==> config.mk <==
export PLATFORM = sky130hd
export DESIGN_NAME = mdu_control_flat
export DESIGN_NICKNAME = d
export VERILOG_FILES = /design/src/rtl/mdu_pkg.sv /design/src/rtl/mdu_control_if.sv /design/src/rtl/mdu_step.sv /design/src/rtl/mdu_control.sv /design/src/flat_wrapper.sv
export SDC_FILE = /design/constraint.sdc
export NUM_CORES = 1
export LEC_CHECK = 0
export CORE_ASPECT_RATIO = 0.9
export CORE_MARGIN = 2
export CORE_UTILIZATION = 45
export DETAILED_ROUTE_END_ITERATION = 10
export DONT_BUFFER_PORTS = 1
export GPL_ROUTABILITY_DRIVEN = 0
export PLACE_DENSITY = 0.61
export SLEW_MARGIN = 20
export SYNTH_ARGS = -nofsm -noshare
export SYNTH_HDL_FRONTEND = slang
export SYNTH_HIERARCHICAL = 1
export SYNTH_SLANG_ARGS = --single-unit
==> constraint.sdc <==
create_clock -name clk -period 6.4 [get_ports clk]
set_input_delay 0.32 -clock clk [delete_from_list [all_inputs] [get_ports clk]]
set_output_delay 0.32 -clock clk [all_outputs]
set_load 0.01 [all_outputs]
==> src/rtl/mdu_pkg.sv <==
// mdu_pkg: shared definitions for the multiply/divide unit.
//   - opcode and funct encodings decoded by mdu_control
//   - FSM state enum (ACC is only reached when MDU_MADD_EN is defined)
//   - default operand width
// Optional feature macro: MDU_MADD_EN (SPECIAL2 madd/maddu/msub/msubu).
package mdu_pkg;

  localparam int MDU_DATA_W = 32;

  localparam logic [5:0] OP_SPECIAL  = 6'b000000;
  localparam logic [5:0] OP_SPECIAL2 = 6'b011100;

  // SPECIAL funct codes
  localparam logic [5:0] FN_MFHI  = 6'b010000;
  localparam logic [5:0] FN_MTHI  = 6'b010001;
  localparam logic [5:0] FN_MFLO  = 6'b010010;
  localparam logic [5:0] FN_MTLO  = 6'b010011;
  localparam logic [5:0] FN_MULT  = 6'b011000;
  localparam logic [5:0] FN_MULTU = 6'b011001;
  localparam logic [5:0] FN_DIV   = 6'b011010;
  localparam logic [5:0] FN_DIVU  = 6'b011011;

  // SPECIAL2 funct codes (multiply-accumulate)
  localparam logic [5:0] FN_MADD  = 6'b000000;
  localparam logic [5:0] FN_MADDU = 6'b000001;
  localparam logic [5:0] FN_MSUB  = 6'b000100;
  localparam logic [5:0] FN_MSUBU = 6'b000101;

  typedef enum logic [2:0] {
    IDLE,
    MUL,
    DIV,
    FIX,
    ACC
  } state_t;

endpackage

==> src/rtl/mdu_control_if.sv <==
// mdu_control_if: EX-stage to multiply/divide unit connection.
//   master (pipeline side): drives flush, op_valid, alu_op, alu_funct,
//                           src_a, src_b; observes the unit's outputs.
//   slave  (mdu_control):   drives busy, result, result_valid, hi, lo,
//                           div_by_zero.
interface mdu_control_if
  import mdu_pkg::*;
#(
  parameter int DATA_W = MDU_DATA_W
);

  logic              flush;
  logic              op_valid;
  logic [5:0]        alu_op;
  logic [5:0]        alu_funct;
  logic [DATA_W-1:0] src_a;
  logic [DATA_W-1:0] src_b;
  logic              busy;
  logic [DATA_W-1:0] result;
  logic              result_valid;
  logic [DATA_W-1:0] hi;
  logic [DATA_W-1:0] lo;
  logic              div_by_zero;

  modport master (
    output flush, op_valid, alu_op, alu_funct, src_a, src_b,
    input  busy, result, result_valid, hi, lo, div_by_zero
  );

  modport slave (
    input  flush, op_valid, alu_op, alu_funct, src_a, src_b,
    output busy, result, result_valid, hi, lo, div_by_zero
  );

endinterface

==> src/rtl/mdu_step.sv <==
// mdu_step: one iteration of the iterative multiply/divide datapath,
// resolving BITS_PER_CYCLE bits combinationally.
//   is_div          1: restoring divide step, 0: shift-add multiply step
//   operand         multiplicand magnitude or divisor magnitude
//   hi_in / lo_in   current partial state
//                   multiply: hi = running upper product, lo = multiplier
//                             being shifted out / product bits shifted in
//                   divide:   hi = partial remainder, lo = dividend being
//                             shifted out / quotient bits shifted in
//   hi_out / lo_out state after BITS_PER_CYCLE bits
module mdu_step #(
  parameter int DATA_W         = 32,
  parameter int BITS_PER_CYCLE = 1
) (
  input  logic              is_div,
  input  logic [DATA_W-1:0] operand,
  input  logic [DATA_W-1:0] hi_in,
  input  logic [DATA_W-1:0] lo_in,
  output logic [DATA_W-1:0] hi_out,
  output logic [DATA_W-1:0] lo_out
);

  // One extra bit holds the multiply carry or the divide trial difference.
  logic [DATA_W:0] wide;

  always_comb begin
    hi_out = hi_in;
    lo_out = lo_in;
    wide   = '0;
    for (int i = 0; i < BITS_PER_CYCLE; i++) begin
      if (is_div) begin
        // Remainder stays below the divisor, so the trial value fits DATA_W+1 bits.
        wide = {hi_out, lo_out[DATA_W-1]};
        if (wide >= {1'b0, operand}) begin
          wide   = wide - {1'b0, operand};
          lo_out = {lo_out[DATA_W-2:0], 1'b1};
        end else begin
          lo_out = {lo_out[DATA_W-2:0], 1'b0};
        end
        hi_out = wide[DATA_W-1:0];
      end else begin
        wide   = {1'b0, hi_out} + (lo_out[0] ? {1'b0, operand} : '0);
        lo_out = {wide[0], lo_out[DATA_W-1:1]};
        hi_out = wide[DATA_W:1];
      end
    end
  end

endmodule

==> src/rtl/mdu_control.sv <==
// mdu_control: MIPS32 multiply/divide unit beside the EX-stage ALU.
// Decodes SPECIAL mult/multu/div/divu/mfhi/mflo/mthi/mtlo, runs an
// iterative shift-add multiply or restoring divide on operand magnitudes,
// applies the sign fix-up in FIX, and owns HI/LO.
// Ports:
//   clk    rising-edge clock
//   rst_n  asynchronous active-low reset
//   bus    mdu_control_if.slave (flush, op_valid, alu_op, alu_funct,
//          src_a, src_b in; busy, result, result_valid, hi, lo,
//          div_by_zero out)
// Optional feature macro: MDU_MADD_EN adds SPECIAL2 madd/maddu/msub/msubu,
// which insert one ACC cycle after FIX to fold the product into HI:LO.
module mdu_control
  import mdu_pkg::*;
#(
  parameter int DATA_W         = MDU_DATA_W,
  parameter int BITS_PER_CYCLE = 1
) (
  input  logic          clk,
  input  logic          rst_n,
  mdu_control_if.slave  bus
);

  localparam int N     = DATA_W / BITS_PER_CYCLE;
  localparam int CNT_W = (N > 1) ? $clog2(N) : 1;
  localparam logic [CNT_W-1:0] CNT_LAST = CNT_W'(N - 1);

  state_t state, state_next;

  logic [DATA_W-1:0] hi_q, lo_q, result_q;
  logic              result_valid_q, div_by_zero_q, busy_q;
  logic [CNT_W-1:0]  count_q;
  logic [DATA_W-1:0] acc_hi_q, acc_lo_q, operand_q;
  logic              op_div_q, neg_res_q, neg_rem_q;
`ifdef MDU_MADD_EN
  logic              op_acc_q, op_sub_q;
`endif

  logic dec_mul, dec_div, dec_signed, dec_mfhi, dec_mflo, dec_mthi, dec_mtlo;
`ifdef MDU_MADD_EN
  logic dec_acc, dec_sub;
`endif
  logic accept, op_known;
  logic a_neg, b_neg, b_zero;
  logic [DATA_W-1:0] mag_a, mag_b;
  logic [DATA_W-1:0] step_hi, step_lo;
  logic [2*DATA_W-1:0] prod_raw, prod_fixed;

  logic ld_mul, ld_div, ld_div0, do_step, do_fix;
  logic do_mthi, do_mtlo, do_mfhi, do_mflo;
`ifdef MDU_MADD_EN
  logic do_acc;
`endif

  // Instruction decode; unrecognised opcode/funct leaves every flag low,
  // so such an instruction is consumed without any effect.
  always_comb begin
    dec_mul    = 1'b0;
    dec_div    = 1'b0;
    dec_signed = 1'b0;
    dec_mfhi   = 1'b0;
    dec_mflo   = 1'b0;
    dec_mthi   = 1'b0;
    dec_mtlo   = 1'b0;
`ifdef MDU_MADD_EN
    dec_acc    = 1'b0;
    dec_sub    = 1'b0;
`endif
    if (bus.alu_op == OP_SPECIAL) begin
      case (bus.alu_funct)
        FN_MULT:  begin dec_mul = 1'b1; dec_signed = 1'b1; end
        FN_MULTU: dec_mul  = 1'b1;
        FN_DIV:   begin dec_div = 1'b1; dec_signed = 1'b1; end
        FN_DIVU:  dec_div  = 1'b1;
        FN_MFHI:  dec_mfhi = 1'b1;
        FN_MFLO:  dec_mflo = 1'b1;
        FN_MTHI:  dec_mthi = 1'b1;
        FN_MTLO:  dec_mtlo = 1'b1;
        default:  ;
      endcase
    end
`ifdef MDU_MADD_EN
    else if (bus.alu_op == OP_SPECIAL2) begin
      case (bus.alu_funct)
        FN_MADD:  begin dec_mul = 1'b1; dec_acc = 1'b1; dec_signed = 1'b1; end
        FN_MADDU: begin dec_mul = 1'b1; dec_acc = 1'b1; end
        FN_MSUB:  begin dec_mul = 1'b1; dec_acc = 1'b1; dec_sub = 1'b1; dec_signed = 1'b1; end
        FN_MSUBU: begin dec_mul = 1'b1; dec_acc = 1'b1; dec_sub = 1'b1; end
        default:  ;
      endcase
    end
`endif
  end

  // Accept condition and operand magnitudes for the iterative engine.
  always_comb begin
`ifdef MDU_MADD_EN
    op_known = (bus.alu_op == OP_SPECIAL) || (bus.alu_op == OP_SPECIAL2);
`else
    op_known = (bus.alu_op == OP_SPECIAL);
`endif
    accept = bus.op_valid & ~busy_q & ~bus.flush & op_known;
    a_neg  = dec_signed & bus.src_a[DATA_W-1];
    b_neg  = dec_signed & bus.src_b[DATA_W-1];
    mag_a  = a_neg ? -bus.src_a : bus.src_a;
    mag_b  = b_neg ? -bus.src_b : bus.src_b;
    b_zero = (bus.src_b == '0);
  end

  mdu_step #(
    .DATA_W         (DATA_W),
    .BITS_PER_CYCLE (BITS_PER_CYCLE)
  ) u_step (
    .is_div  (op_div_q),
    .operand (operand_q),
    .hi_in   (acc_hi_q),
    .lo_in   (acc_lo_q),
    .hi_out  (step_hi),
    .lo_out  (step_lo)
  );

  // Signed multiply results are negated when the operand signs differed.
  always_comb begin
    prod_raw   = {acc_hi_q, acc_lo_q};
    prod_fixed = neg_res_q ? -prod_raw : prod_raw;
  end

  // FSM state register.
  always_ff @(posedge clk or negedge rst_n) begin
    if (!rst_n) state <= IDLE;
    else        state <= state_next;
  end

  // FSM next-state; flush wins over everything, including a same-cycle accept.
  always_comb begin
    state_next = state;
    if (bus.flush) begin
      state_next = IDLE;
    end else begin
      case (state)
        IDLE: begin
          if (accept && dec_mul)                 state_next = MUL;
          else if (accept && dec_div && !b_zero) state_next = DIV;
        end
        MUL, DIV: if (count_q == '0) state_next = FIX;
`ifdef MDU_MADD_EN
        FIX:     state_next = op_acc_q ? ACC : IDLE;
`else
        FIX:     state_next = IDLE;
`endif
        ACC:     state_next = IDLE;
        default: state_next = IDLE;
      endcase
    end
  end

  // FSM outputs: one-cycle strobes that steer the datapath register block.
  always_comb begin
    ld_mul  = 1'b0;
    ld_div  = 1'b0;
    ld_div0 = 1'b0;
    do_step = 1'b0;
    do_fix  = 1'b0;
    do_mthi = 1'b0;
    do_mtlo = 1'b0;
    do_mfhi = 1'b0;
    do_mflo = 1'b0;
`ifdef MDU_MADD_EN
    do_acc  = 1'b0;
`endif
    if (!bus.flush) begin
      case (state)
        IDLE: begin
          ld_mul  = accept & dec_mul;
          ld_div  = accept & dec_div & ~b_zero;
          ld_div0 = accept & dec_div & b_zero;
          do_mthi = accept & dec_mthi;
          do_mtlo = accept & dec_mtlo;
          do_mfhi = accept & dec_mfhi;
          do_mflo = accept & dec_mflo;
        end
        MUL, DIV: do_step = 1'b1;
        FIX:      do_fix  = 1'b1;
`ifdef MDU_MADD_EN
        ACC:      do_acc  = 1'b1;
`endif
        default:  ;
      endcase
    end
  end

  // Datapath: HI/LO, read-back, pulses, iteration state and busy.
  // busy is registered from the next state so it covers the N iteration
  // cycles plus FIX (and ACC), and the single divide-by-zero cycle.
  always_ff @(posedge clk or negedge rst_n) begin
    if (!rst_n) begin
      hi_q           <= '0;
      lo_q           <= '0;
      result_q       <= '0;
      result_valid_q <= 1'b0;
      div_by_zero_q  <= 1'b0;
      busy_q         <= 1'b0;
      count_q        <= '0;
      acc_hi_q       <= '0;
      acc_lo_q       <= '0;
      operand_q      <= '0;
      op_div_q       <= 1'b0;
      neg_res_q      <= 1'b0;
      neg_rem_q      <= 1'b0;
`ifdef MDU_MADD_EN
      op_acc_q       <= 1'b0;
      op_sub_q       <= 1'b0;
`endif
    end else begin
      result_valid_q <= 1'b0;
      div_by_zero_q  <= 1'b0;
      busy_q         <= (state_next != IDLE) | ld_div0;

      if (do_mthi) hi_q <= bus.src_a;
      if (do_mtlo) lo_q <= bus.src_a;
      if (do_mfhi) begin result_q <= hi_q; result_valid_q <= 1'b1; end
      if (do_mflo) begin result_q <= lo_q; result_valid_q <= 1'b1; end

      if (ld_div0) begin
        hi_q          <= bus.src_a;
        lo_q          <= '1;
        div_by_zero_q <= 1'b1;
      end

      if (ld_mul || ld_div) begin
        acc_hi_q  <= '0;
        acc_lo_q  <= ld_mul ? mag_b : mag_a;
        operand_q <= ld_mul ? mag_a : mag_b;
        op_div_q  <= ld_div;
        neg_res_q <= a_neg ^ b_neg;
        neg_rem_q <= a_neg;
        count_q   <= CNT_LAST;
`ifdef MDU_MADD_EN
        op_acc_q  <= dec_acc;
        op_sub_q  <= dec_sub;
`endif
      end

      if (do_step) begin
        acc_hi_q <= step_hi;
        acc_lo_q <= step_lo;
        if (count_q != '0) count_q <= count_q - CNT_W'(1);
      end

      if (do_fix) begin
        if (op_div_q) begin
          lo_q <= neg_res_q ? -acc_lo_q : acc_lo_q;
          hi_q <= neg_rem_q ? -acc_hi_q : acc_hi_q;
        end
`ifdef MDU_MADD_EN
        else if (op_acc_q) begin
          // Keep the signed product for the following ACC cycle.
          {acc_hi_q, acc_lo_q} <= prod_fixed;
        end
`endif
        else begin
          {hi_q, lo_q} <= prod_fixed;
        end
      end

`ifdef MDU_MADD_EN
      if (do_acc) begin
        {hi_q, lo_q} <= op_sub_q ? ({hi_q, lo_q} - prod_raw)
                                 : ({hi_q, lo_q} + prod_raw);
      end
`endif
    end
  end

  assign bus.busy         = busy_q;
  assign bus.result       = result_q;
  assign bus.result_valid = result_valid_q;
  assign bus.hi           = hi_q;
  assign bus.lo           = lo_q;
  assign bus.div_by_zero  = div_by_zero_q;

endmodule

==> src/flat_wrapper.sv <==
// flat-port wrapper written by rule: the top's interface ports become plain ports
module mdu_control_flat import mdu_pkg::*;
#(
  parameter int DATA_W         = MDU_DATA_W,
  parameter int BITS_PER_CYCLE = 1
)
  (clk, rst_n, bus_flush, bus_op_valid, bus_alu_op, bus_alu_funct, bus_src_a, bus_src_b, bus_busy, bus_result, bus_result_valid, bus_hi, bus_lo, bus_div_by_zero);
  mdu_control_if #(.DATA_W(DATA_W)) bus_i ();
  input  logic clk;
  input  logic rst_n;
  input wire logic [$bits(bus_i.flush)-1:0] bus_flush;
  input wire logic [$bits(bus_i.op_valid)-1:0] bus_op_valid;
  input wire logic [$bits(bus_i.alu_op)-1:0] bus_alu_op;
  input wire logic [$bits(bus_i.alu_funct)-1:0] bus_alu_funct;
  input wire logic [$bits(bus_i.src_a)-1:0] bus_src_a;
  input wire logic [$bits(bus_i.src_b)-1:0] bus_src_b;
  output wire logic [$bits(bus_i.busy)-1:0] bus_busy;
  output wire logic [$bits(bus_i.result)-1:0] bus_result;
  output wire logic [$bits(bus_i.result_valid)-1:0] bus_result_valid;
  output wire logic [$bits(bus_i.hi)-1:0] bus_hi;
  output wire logic [$bits(bus_i.lo)-1:0] bus_lo;
  output wire logic [$bits(bus_i.div_by_zero)-1:0] bus_div_by_zero;
  assign bus_i.flush = bus_flush;
  assign bus_i.op_valid = bus_op_valid;
  assign bus_i.alu_op = bus_alu_op;
  assign bus_i.alu_funct = bus_alu_funct;
  assign bus_i.src_a = bus_src_a;
  assign bus_i.src_b = bus_src_b;
  assign bus_busy = bus_i.busy;
  assign bus_result = bus_i.result;
  assign bus_result_valid = bus_i.result_valid;
  assign bus_hi = bus_i.hi;
  assign bus_lo = bus_i.lo;
  assign bus_div_by_zero = bus_i.div_by_zero;
  mdu_control #(.DATA_W(DATA_W), .BITS_PER_CYCLE(BITS_PER_CYCLE)) u_core (.clk(clk), .rst_n(rst_n), .bus(bus_i));
endmodule
==> results of run 1 <==
[worst paths after layout]
kind                                     start             endpoint  slack (ns)
max in group asynchronous                rst_n   u_core/acc_lo_q[0]        5.04
max                        u_core/acc_hi_q[11]  u_core/acc_hi_q[25]        2.31
min reg2reg                  u_core/count_q[3]    u_core/count_q[3]        0.48
max reg2reg                u_core/acc_hi_q[11]  u_core/acc_hi_q[25]        2.31
min in group asynchronous                rst_n    u_core/bus.lo[15]        0.38
min                              bus_src_a[25]  u_core/acc_lo_q[25]        0.03
[layer usage]
metal / track usage, % / wire (um)
met5: 0 / 0
met1: 46.8 / 28400
met4: 7.91 / 1660
met3: 8.10 / 7770
met2: 45.6 / 27000
[synth_stat cells (all sizes together) (35+ instances only)]
| cell | instances |
|---|---|
| a21oi | 162 |
| ha | 69 |
| nor3 | 71 |
| a22o | 35 |
| inv | 68 |
| buf | 45 |
| clkbuf | 80 |
| a21o | 43 |
| mux2 | 35 |
| nand2 | 228 |
| xor2 | 70 |
| and2 | 40 |
| dfrtp | 206 |
| mux2i | 52 |
| o21ai | 179 |
| nand3 | 41 |
| nor2 | 146 |
| xnor2 | 94 |
[where the power goes]
part	internal [uW]	leakage, uW	switching [uW]
Sequential	1310	0.00286	7.41
Clock	890	0.000397	600
Combinational	98.1	0.00503	156
[flip-flops by register name, summed over array words and instances, names as in the netlist]
signal and count:
u_core/count_q 5, u_core/acc_hi_q 32, u_core/neg_res_q 1, u_core/state 3, u_core/bus.lo 32, u_core/bus.result_valid 1, u_core/op_div_q 1, u_core/bus.hi 32
u_core/bus.busy 1, u_core/bus.result 32, u_core/bus.div_by_zero 1, u_core/neg_rem_q 1, u_core/operand_q 32, u_core/acc_lo_q 32
[stage by stage]
step	cell area, sq um	util (%)	std cells	setup slack (ns)
after floorplan	17300	-	2099	3.26
after global placement	17500	45.8	2477	2.44
after detailed placement	17500	45.8	2477	2.37
after CTS	18700	49.0	2558	2.37
after global routing	18700	49.1	2559	2.13
final	18700	49.1	2559	2.31
[layout make-up]
type	instances	area share (%)
clock buffer	30	3.49
inverter	68	1.36
clock inverter	14	1.07
timing repair buffer	51	2.74
tap	490	3.27
multi-input combinational	1700	60.5
sequential	206	27.5
[what timing repair did]
item	CTS	global route
endpoints found under the hold margin	268	0
hold buffers	37	0
endpoints found under the setup margin	0	0
[logic make-up after synthesis]
kind of cell,share of synthesized area [%]
other,0.0217
and+or+nand+nor,20.6
adders and majority gates,5.23
muxes,5.30
AOI/OAI and AO/OA,26.1
buffers and inverters,4.62
xor gates and xnor gates,8.32
DFF,29.9
==> metrics.yaml, run 1 <==
layout:
  drive_above_1_share_pct: 7.15
  multi_input_area_sq_mm: 0.0113
  final_nets: 2202
  nFillCells: 3710
  seq_area_sq_mm: 0.00516
  final_common_cell: "nand2_1"
  layout_common_cells: "nand2_1 (228), dfrtp_1 (204), o21ai_0 (165), a21oi_1 (158), nor2_1 (143)"
  syn_to_final_growth_pct: 8.49
  insertedDiodeCount: 0
global_route:
  grt_max_degree: 207
  grt_pass1_wl_um: 97600
  antenna_found_initial: 4
  overflow: 0
  grt_pass1_vias: 15800
  track_usage_pct: 31.6
clocking:
  clk_path_buf_depth: 3
  clock_latency_ns: 0.56
  path_clk_slew_ns: 0.06
  cts_setup_buffers: 0
  root_buffer: "clkbuf_16"
  cts_inserted_buffers: 24
  cts_tree: "yes"
  cts_resized: 0
  clock-sinks: 206
  h-tree-depth: 1
synthesis:
  syn_inst: 2099
  ys.flop_type: "dfrtp_1"
  yosysTopAreaCellShare_pct: 29.9
  ys_types: 95
  yosys_warnings: 6
  syn_nets: 2250
  synth_largest_area_cell: "dfrtp_1"
  syn_avg_cell_area_sq_um: 8.23
  synth.area.top_cells: "dfrtp_1 (30%), ha_1 (5.0%), nand2_1 (5.0%)"
  synthArstFlopShare_pct: 100
  ys_seq_area_share_pct: 29.9
  syn_area_sq_mm: 0.0173
  synth-seq-cells: 206
  synth_edf_count: 0
drt:
  firstDrtPassIters: 6
  wl_per_cell_um: 25.3
  ant_nets: 0
  drc: 0
  drt_wl_total_um: 64800
  drtIter0Drc: 2290
  via_count: 16900
  routed_via_density: 6.61
sta:
  clock.fmax_mhz: 244
  fin_hold_ws_ns: 0.0288
  setup_violations: 0
  finalHoldViolCount: 0
  worstMarginPinSlew_ns: 1.11
  finClkSkew_ns: 0.0305
  slew_headroom_pct: 25.8
  rsz0062_at_grt: "false"
  fin_tns_setup_ns: 0
  period_needed_ns: 4.09
  fin_crit_sh_pct: 63.9
  finalMaxSlewViolations: 0
floorplanning:
  die_x_um: 210
  die-area_sq_mm: 0.0400
  ioPinCount: 179
  dieHeight_um: 190
  initial_core_util_pct: 45.3
  row_count: 68
  core_sq_mm: 0.0381
setup_path:
  reg2reg_depth: 12
  startpoint_type: "flop"
  worst_ep_required_time_ns: 6.84
  path_max_fanout: 37
  cp_top_family: "compound AO/OA/AOI/OAI gates"
  crit_slowest_cell: "o21ai_4"
  timing.critical_path.mode_cell: "a21oi_1"
  crit_chain: "ha_1 -> a21oi_1 -> and2b_1 -> nand4_1 -> o2111ai_1 -> a21boi_2 -> o21ai_4 -> buf_4 -> nor2_1 -> a21oi_1 -> a21oi_1 -> a22o_1"
  cp_slowest_stage_delay_ns: 0.89
  setup.worst_path.end_class: "flop"
  critPathKind: "flop to flop"
  cp_num_cells: 12
  path_buf_inv: 1
  worst_ep_arrival_time_ns: 4.54
place:
  dp_hpwl_um: 47900
  port_buffers: 0
worst_hold_path:
  worstHoldPathType: "input pin to flop"
  hold_depth: 2
power_and_ir_drop:
  vdd_ir_drop_max_mv: 0.191
  power.total_uw: 3060
  p_leak_uw: 0.00830
  power-per-cell-area_mw_per_mm2: 163
flow_run:
  max-cap-violations: 0
outcome:
  outcome: "complete, no violations"
Note: power is estimated with default switching activity, not from simulation.
==> inputs of run 2 (changes only) <==
==> constraint.sdc (replaced) <==
create_clock -name clk -period 4.1 [get_ports clk]
set_input_delay 0.205 -clock clk [delete_from_list [all_inputs] [get_ports clk]]
set_output_delay 0.205 -clock clk [all_outputs]
set_load 0.01 [all_outputs]
==> run 2 against run 1 <==
Net effect:
- the run now ends with hold timing left
- clock-buffer cell count did not move
- clock skew decreased by 0.020 ns
- total power up 55%
- routed wire length rose by 2.8%
- die area unchanged
==> metrics.yaml, run 2 (synthesis results as in run 1) <==
setup_path:
  crit_slowest_cell: "dfrtp_1"  # was o21ai_4
  critPathKind: "flop to flop"  # unchanged
  setup.worst_path.end_class: "flop"  # unchanged
  worst_ep_arrival_time_ns: 4.18  # was 4.54 ns
  path_max_fanout: 22  # was 37
  crit_chain: "inv_1 -> ha_1 -> or4b_1 -> or2_1 -> o41a_1 -> nor2_1 -> mux2_2 -> a221oi_1 -> nand2_1"  # was ha_1 -> a21oi_1 -> and2b_1 -> nand4_1 -> o2111ai_1 -> a21boi_2 -> o21ai_4 -> buf_4 -> nor2_1 -> a21oi_1 -> a21oi_1 -> a22o_1
  startpoint_type: "flop"  # unchanged
  cp_slowest_stage_delay_ns: 0.62  # was 0.89 ns
  worst_ep_required_time_ns: 4.51  # was 6.84 ns
drt:
  drc: 0  # unchanged
  ant_nets: 0  # unchanged
  firstDrtPassIters: 6  # unchanged
  wl_per_cell_um: 25.6  # was 25.3 um
  routed_via_density: 6.62  # was 6.61
  drt_wl_total_um: 66600  # was 64800 um
  via_count: 17200  # was 16900
  drtIter0Drc: 2138  # was 2290
sta:
  clock.fmax_mhz: 265  # was 244 MHz
  worstMarginPinSlew_ns: 1.13  # was 1.11 ns
  fin_crit_sh_pct: 92.0  # was 63.9%
  setup_violations: 0  # unchanged
  fin_hold_ws_ns: -0.626  # was 0.0288 ns
  finalHoldViolCount: 206  # was 0
  slew_headroom_pct: 24.4  # was 25.8%
  finClkSkew_ns: 0.0101  # was 0.0305 ns
  rsz0062_at_grt: "false"  # unchanged
  period_needed_ns: 3.77  # was 4.09 ns
  finalMaxSlewViolations: 0  # unchanged
  fin_tns_setup_ns: 0  # unchanged
floorplanning:
  core_sq_mm: 0.0381  # unchanged
  initial_core_util_pct: 45.3  # unchanged
  ioPinCount: 179  # unchanged
  row_count: 68  # unchanged
  die-area_sq_mm: 0.0400  # unchanged
  die_x_um: 210  # unchanged
  dieHeight_um: 190  # unchanged
place:
  dp_hpwl_um: 48800  # was 47900 um
  port_buffers: 0  # unchanged
clocking:
  path_clk_slew_ns: 0.06  # about the same
  cts_tree: "yes"  # unchanged
  cts_inserted_buffers: 23  # was 24
  root_buffer: "clkbuf_16"  # unchanged
  h-tree-depth: 1  # unchanged
  hold_buffers: 38  # was 37
  clk_path_buf_depth: 3  # unchanged
  clock_latency_ns: 0.55  # was 0.56 ns
  clock-sinks: 206  # unchanged
global_route:
  grt_max_degree: 207  # unchanged
  track_usage_pct: 32.7  # was 31.6%
  grt_pass1_wl_um: 100000  # was 97600 um
  overflow: 0  # unchanged
  grt_pass1_vias: 16100  # was 15800
  antenna_found_initial: 6  # was 4
worst_hold_path:
  worstHoldPathType: "input pin to asynchronous set/reset pin"  # was input pin to flop
power_and_ir_drop:
  power-per-cell-area_mw_per_mm2: 250  # was 163 mW/mm^2
  p_leak_uw: 0.00851  # was 0.00830 uW
  vdd_ir_drop_max_mv: 0.285  # was 0.191 mV
layout:
  layout_common_cells: "nand2_1 (228), dfrtp_1 (205), o21ai_0 (165), a21oi_1 (159), nor2_1 (145)"  # was nand2_1 (228), dfrtp_1 (204), o21ai_0 (165), a21oi_1 (158), nor2_1 (143)
  post-route-util_pct: 49.9  # was 49.1%
  nFillCells: 3667  # was 3710
  drive_above_1_share_pct: 8.69  # was 7.15%
  seq_area_sq_mm: 0.00516  # about the same
  final_nets: 2241  # was 2202
  syn_to_final_growth_pct: 10.1  # was 8.49%
  final_common_cell: "nand2_1"  # unchanged
  multi_input_area_sq_mm: 0.0113  # about the same
outcome:
  outcome: "finished, violations left"  # was complete, no violations
  violations: "hold timing"
flow_run:
  max-cap-violations: 0  # unchanged
[run 2: layout make-up]
cell class,instances,area share [%]
Multi-Input combinational cell,1700,59.6
Tap cell,490,3.23
Clock inverter,12,0.902
Inverter,68,1.34
Clock buffer,30,3.48
Timing Repair Buffer,91,4.25
Sequential cell,206,27.1
Antenna cell,2,0.0263
[run 2: routing by layer]
layer,vias to the layer above,GRT usage [%],wire [um]
li1,7733,-,-
met1,8346,47.2,29100
met2,970,46.3,27100
met3,159,9.82,7940
met4,8,10.8,2480
met5,-,0,56
[run 2: worst max-delay path: cells and delay by family, from the launching register on]
kind / cells / cell delay [ns]
AO/OA/AOI/OAI: 2 / 0.90
flip-flops: 1 / 0.62
adder cells (fa/ha/maj): 1 / 0.21
buffers and inverters: 1 / 0.25
AND/OR/NAND/NOR: 4 / 1.29
multiplexers: 1 / 0.37
[run 2: repair_timing]
action,in CTS,in global routing
setup buffers,0,0
endpoints found under the hold margin,342,206
resized for setup,0,0
[run 2: power by group]
| group | total [uW] | leakage (uW) | switching [uW] | internal [uW] |
|---|---|---|---|---|
| clock network | 2310 | 0.000405 | 923 | 1390 |
| logic | 382 | 0.00524 | 226 | 155 |
| registers | 2050 | 0.00287 | 10.8 | 2040 |
[run 2: path summary, 6_finish.rpt]
path | end | start | slack (ns) | cells after the start
max | u_core/bus.hi[30] | u_core/acc_lo_q[0] | 0.33 | 9
max in group asynchronous | u_core/acc_hi_q[2] | rst_n | 4.20 | 0
min in group clk | u_core/bus.busy | bus_alu_funct[3] | 0.02 | 3
min reg2reg | u_core/count_q[3] | u_core/count_q[3] | 0.48 | 1
min | u_core/bus.hi[19] | rst_n | -0.63 | 0
max reg2reg | u_core/bus.hi[30] | u_core/acc_lo_q[0] | 0.33 | 9
[run 2: stage by stage]
step | instance area [sq um] | instances | setup slack, ns | power, uW
final | 19000 | 2599 | 0.327 | 4740
after global routing | 19000 | 2598 | 0.194 | 4860
after CTS | 19000 | 2597 | 0.388 | 4750
after detailed placement | 17800 | 2517 | 0.397 | 2380
after global placement | 17800 | 2517 | 0.473 | 2380
after floorplan | 17300 | 2099 | 0.958 | 2320
==> inputs of run 3 (changes only) <==
--- a/config.mk
+++ b/config.mk
@@ -8,6 +8,7 @@
 export CORE_ASPECT_RATIO = 0.9
 export CORE_MARGIN = 2
 export CORE_UTILIZATION = 45
+export CTS_BUF_LIST = sky130_fd_sc_hd__clkbuf_2
 export DETAILED_ROUTE_END_ITERATION = 10
 export DONT_BUFFER_PORTS = 1
 export GPL_ROUTABILITY_DRIVEN = 0
==> run 3 against run 2 <==
Net effect:
- the flow still finishes with violations (hold timing)
- clock power decreased by 31%
- utilization increased by 1.2 points
- first-iteration DRC count decreased by 0.80%
- sequential power about the same
- clock-buffer cell count increased by 47
- sequential share of layout area decreased by 0.64 points
- largest cell class unchanged
- largest power group is now sequential cells
==> metrics.yaml, run 3 (synthesis results as in run 1) <==
outcome:
  outcome: "finished, violations left"  # unchanged
  violations: "hold timing"  # unchanged
drt:
  drtIter0Drc: 2121  # was 2138
  drt_wl_total_um: 66000  # was 66600 um
  firstDrtPassIters: 6  # unchanged
  wl_per_cell_um: 24.2  # was 25.6 um
  ant_nets: 0  # unchanged
  routed_via_density: 6.51  # was 6.62
  via_count: 17800  # was 17200
  drc: 0  # unchanged
global_route:
  grtUsageMet2_pct: 47.5  # was 46.3%
  overflow: 0  # unchanged
  antenna_found_initial: 3  # was 6
  grt_pass1_vias: 16800  # was 16100
  grt_max_degree: 207  # unchanged
  grt_pass1_wl_um: 101000  # was 100000 um
  busiest_layer: "met2"  # was met1
  grt_use_met1_pct: 46.4  # was 47.2%
  track_usage_pct: 32.4  # was 32.7%
  met3_usage_pct: 8.06  # was 9.82%
power_and_ir_drop:
  power-per-cell-area_mw_per_mm2: 210  # was 250 mW/mm^2
  clkPwrFrac_pct: 39.0  # was 48.8%
  switching_power_uw: 1240  # was 1160 uW
  p_int_uw: 2860  # was 3580 uW
  vdd_ir_drop_max_mv: 0.141  # was 0.285 mV
  p_leak_uw: 0.00880  # was 0.00851 uW
  p_seq_share_pct: 50.0  # was 43.2%
  sw_frac_of_total_pct: 30.2  # was 24.5%
  pwr-share-comb_pct: 11.1  # was 8.1%
clocking:
  clk_path_buf_depth: 3  # unchanged
  cts_setup_buffers: 0  # unchanged
  cts_tree: "yes"  # unchanged
  cts_inserted_buffers: 53  # was 23
  clock-sinks: 206  # unchanged
  hold_buffers: 114  # was 38
  clock_latency_ns: 0.96  # was 0.55 ns
  root_buffer: "clkbuf_2"  # was clkbuf_16
  h-tree-depth: 2  # was 1
  path_clk_slew_ns: 0.12  # was 0.06 ns
floorplanning:
  initial_core_util_pct: 45.3  # unchanged
  die_x_um: 210  # unchanged
  die-area_sq_mm: 0.0400  # unchanged
  core_sq_mm: 0.0381  # unchanged
  row_count: 68  # unchanged
  dieHeight_um: 190  # unchanged
  ioPinCount: 179  # unchanged
sta:
  fin_hold_ws_ns: -1.07  # was -0.626 ns
  finalHoldViolCount: 206  # unchanged
  setup_violations: 0  # unchanged
  finClkSkew_ns: 0.0888  # was 0.0101 ns
  clock.fmax_mhz: 248  # was 265 MHz
  rsz0062_at_grt: "false"  # unchanged
  worstMarginPinSlew_ns: 1.16  # was 1.13 ns
  finalMaxSlewViolations: 0  # unchanged
  fin_crit_sh_pct: 98.2  # was 92.0%
  period_needed_ns: 4.03  # was 3.77 ns
  fin_tns_setup_ns: 0  # unchanged
  slew_headroom_pct: 22.6  # was 24.4%
setup_path:
  path_buf_inv: 2  # was 1
  crit_slowest_cell: "dlygate4sd3_1"  # was dfrtp_1
  startpoint_type: "flop"  # unchanged
  setup.worst_path.end_class: "flop"  # unchanged
  worst_ep_required_time_ns: 5.01  # was 4.51 ns
  critPathKind: "flop to flop"  # unchanged
  timing.critical_path.mode_cell: "dlygate4sd3_1"
  path_max_fanout: 5  # was 22
  cp_top_family: "simple AND/OR/NAND/NOR gates"  # unchanged
  crit_chain: "or4b_1 -> or4_4 -> nor3b_1 -> and2_1 -> dlygate4sd3_1 -> nand2_1 -> a32oi_1 -> dlygate4sd3_1"  # was inv_1 -> ha_1 -> or4b_1 -> or2_1 -> o41a_1 -> nor2_1 -> mux2_2 -> a221oi_1 -> nand2_1
  cp_slowest_stage_delay_ns: 0.67  # was 0.62 ns
  worst_ep_arrival_time_ns: 4.94  # was 4.18 ns
layout:
  final_common_cell: "nand2_1"  # unchanged
  final_cell_area_sq_mm: 0.0195  # was 0.0190 sq mm
  drive_above_1_share_pct: 10.1  # was 8.69%
  syn_to_final_growth_pct: 12.7  # was 10.1%
  final_nets: 2347  # was 2241
  layout_common_cells: "nand2_1 (228), dfrtp_1 (205), o21ai_0 (165), a21oi_1 (159), nor2_1 (145)"  # unchanged
  post-route-util_pct: 51.1  # was 49.9%
place:
  dp_hpwl_um: 48800  # unchanged
  port_buffers: 0  # unchanged
  dpl-instance-area_sq_mm: 0.0178  # unchanged
worst_hold_path:
  worstHoldPathType: "input pin to asynchronous set/reset pin"  # unchanged
flow_run:
  max-cap-violations: 0  # unchanged
==> run 3: cell types whose count changed in the layout (fill, tap and decap cells not counted), moves of 4 or more <==
cell,delta
clkinv_1,+16
clkbuf_2,+77
clkbuf_16,-23
clkbuf_8,-6
clkinv_2,-4
dlygate4sd3_1,+76
==> run 3: routing by layer <==
metal / up-vias / part of all wire [%]
met5: - / 0.024
met4: 2 / 3.3
met3: 142 / 11
met2: 1001 / 42
met1: 8653 / 44
li1: 7975 / -
==> run 3: repair_timing <==
| action | CTS | global route |
|---|---|---|
| setup endpoints to repair | 0 | 5 |
| resized for setup | 0 | 3 |
| hold endpoints to repair | 379 | 206 |
==> run 3: area by class of cell <==
class | count | area [sq um]
Inverter | 68 | 255
Antenna cell | 1 | 2.50
Fill cell | 3639 | 18700
Timing Repair Buffer | 167 | 1570
Clock inverter | 20 | 136
Sequential cell | 206 | 5160
Tap cell | 490 | 613
Multi-Input combinational cell | 1700 | 11300
Clock buffer | 77 | 385
==> run 3: worst paths after layout <==
path | start | end | slack, ns | cells after the start
min in group clk | bus_alu_op[4] | u_core/operand_q[31] | 0.11 | 5
worst max-delay path | u_core/state[1] | u_core/bus.lo[8] | 0.07 | 8
worst min-delay path | rst_n | u_core/bus.hi[27] | -1.07 | 0
worst max register to register | u_core/state[1] | u_core/bus.lo[8] | 0.07 | 8
worst min register to register | u_core/count_q[3] | u_core/count_q[3] | 0.49 | 1
max in group asynchronous | rst_n | u_core/operand_q[1] | 4.86 | 0
==> run 3: metrics by stage <==
| step | setup WS [ns] | total power [uW] | instances |
|---|---|---|---|
| after CTS | 0.100 | 4100 | 2728 |
| after global placement | 0.473 | 2380 | 2517 |
| after detailed placement | 0.397 | 2380 | 2517 |
| after floorplan | 0.958 | 2320 | 2099 |
| final | 0.0748 | 4100 | 2729 |
| after global routing | 0.00403 | 4250 | 2729 |
==> run 3: power groups by stage <==
stage | clock (uW) | sequential, uW | combinational (uW)
final | 1600 | 2050 | 453
after global placement | 0 | 2090 | 294
after CTS | 1620 | 2050 | 433
after global routing | 1720 | 2050 | 478
after floorplan | 0 | 2080 | 237
after detailed placement | 0 | 2090 | 296
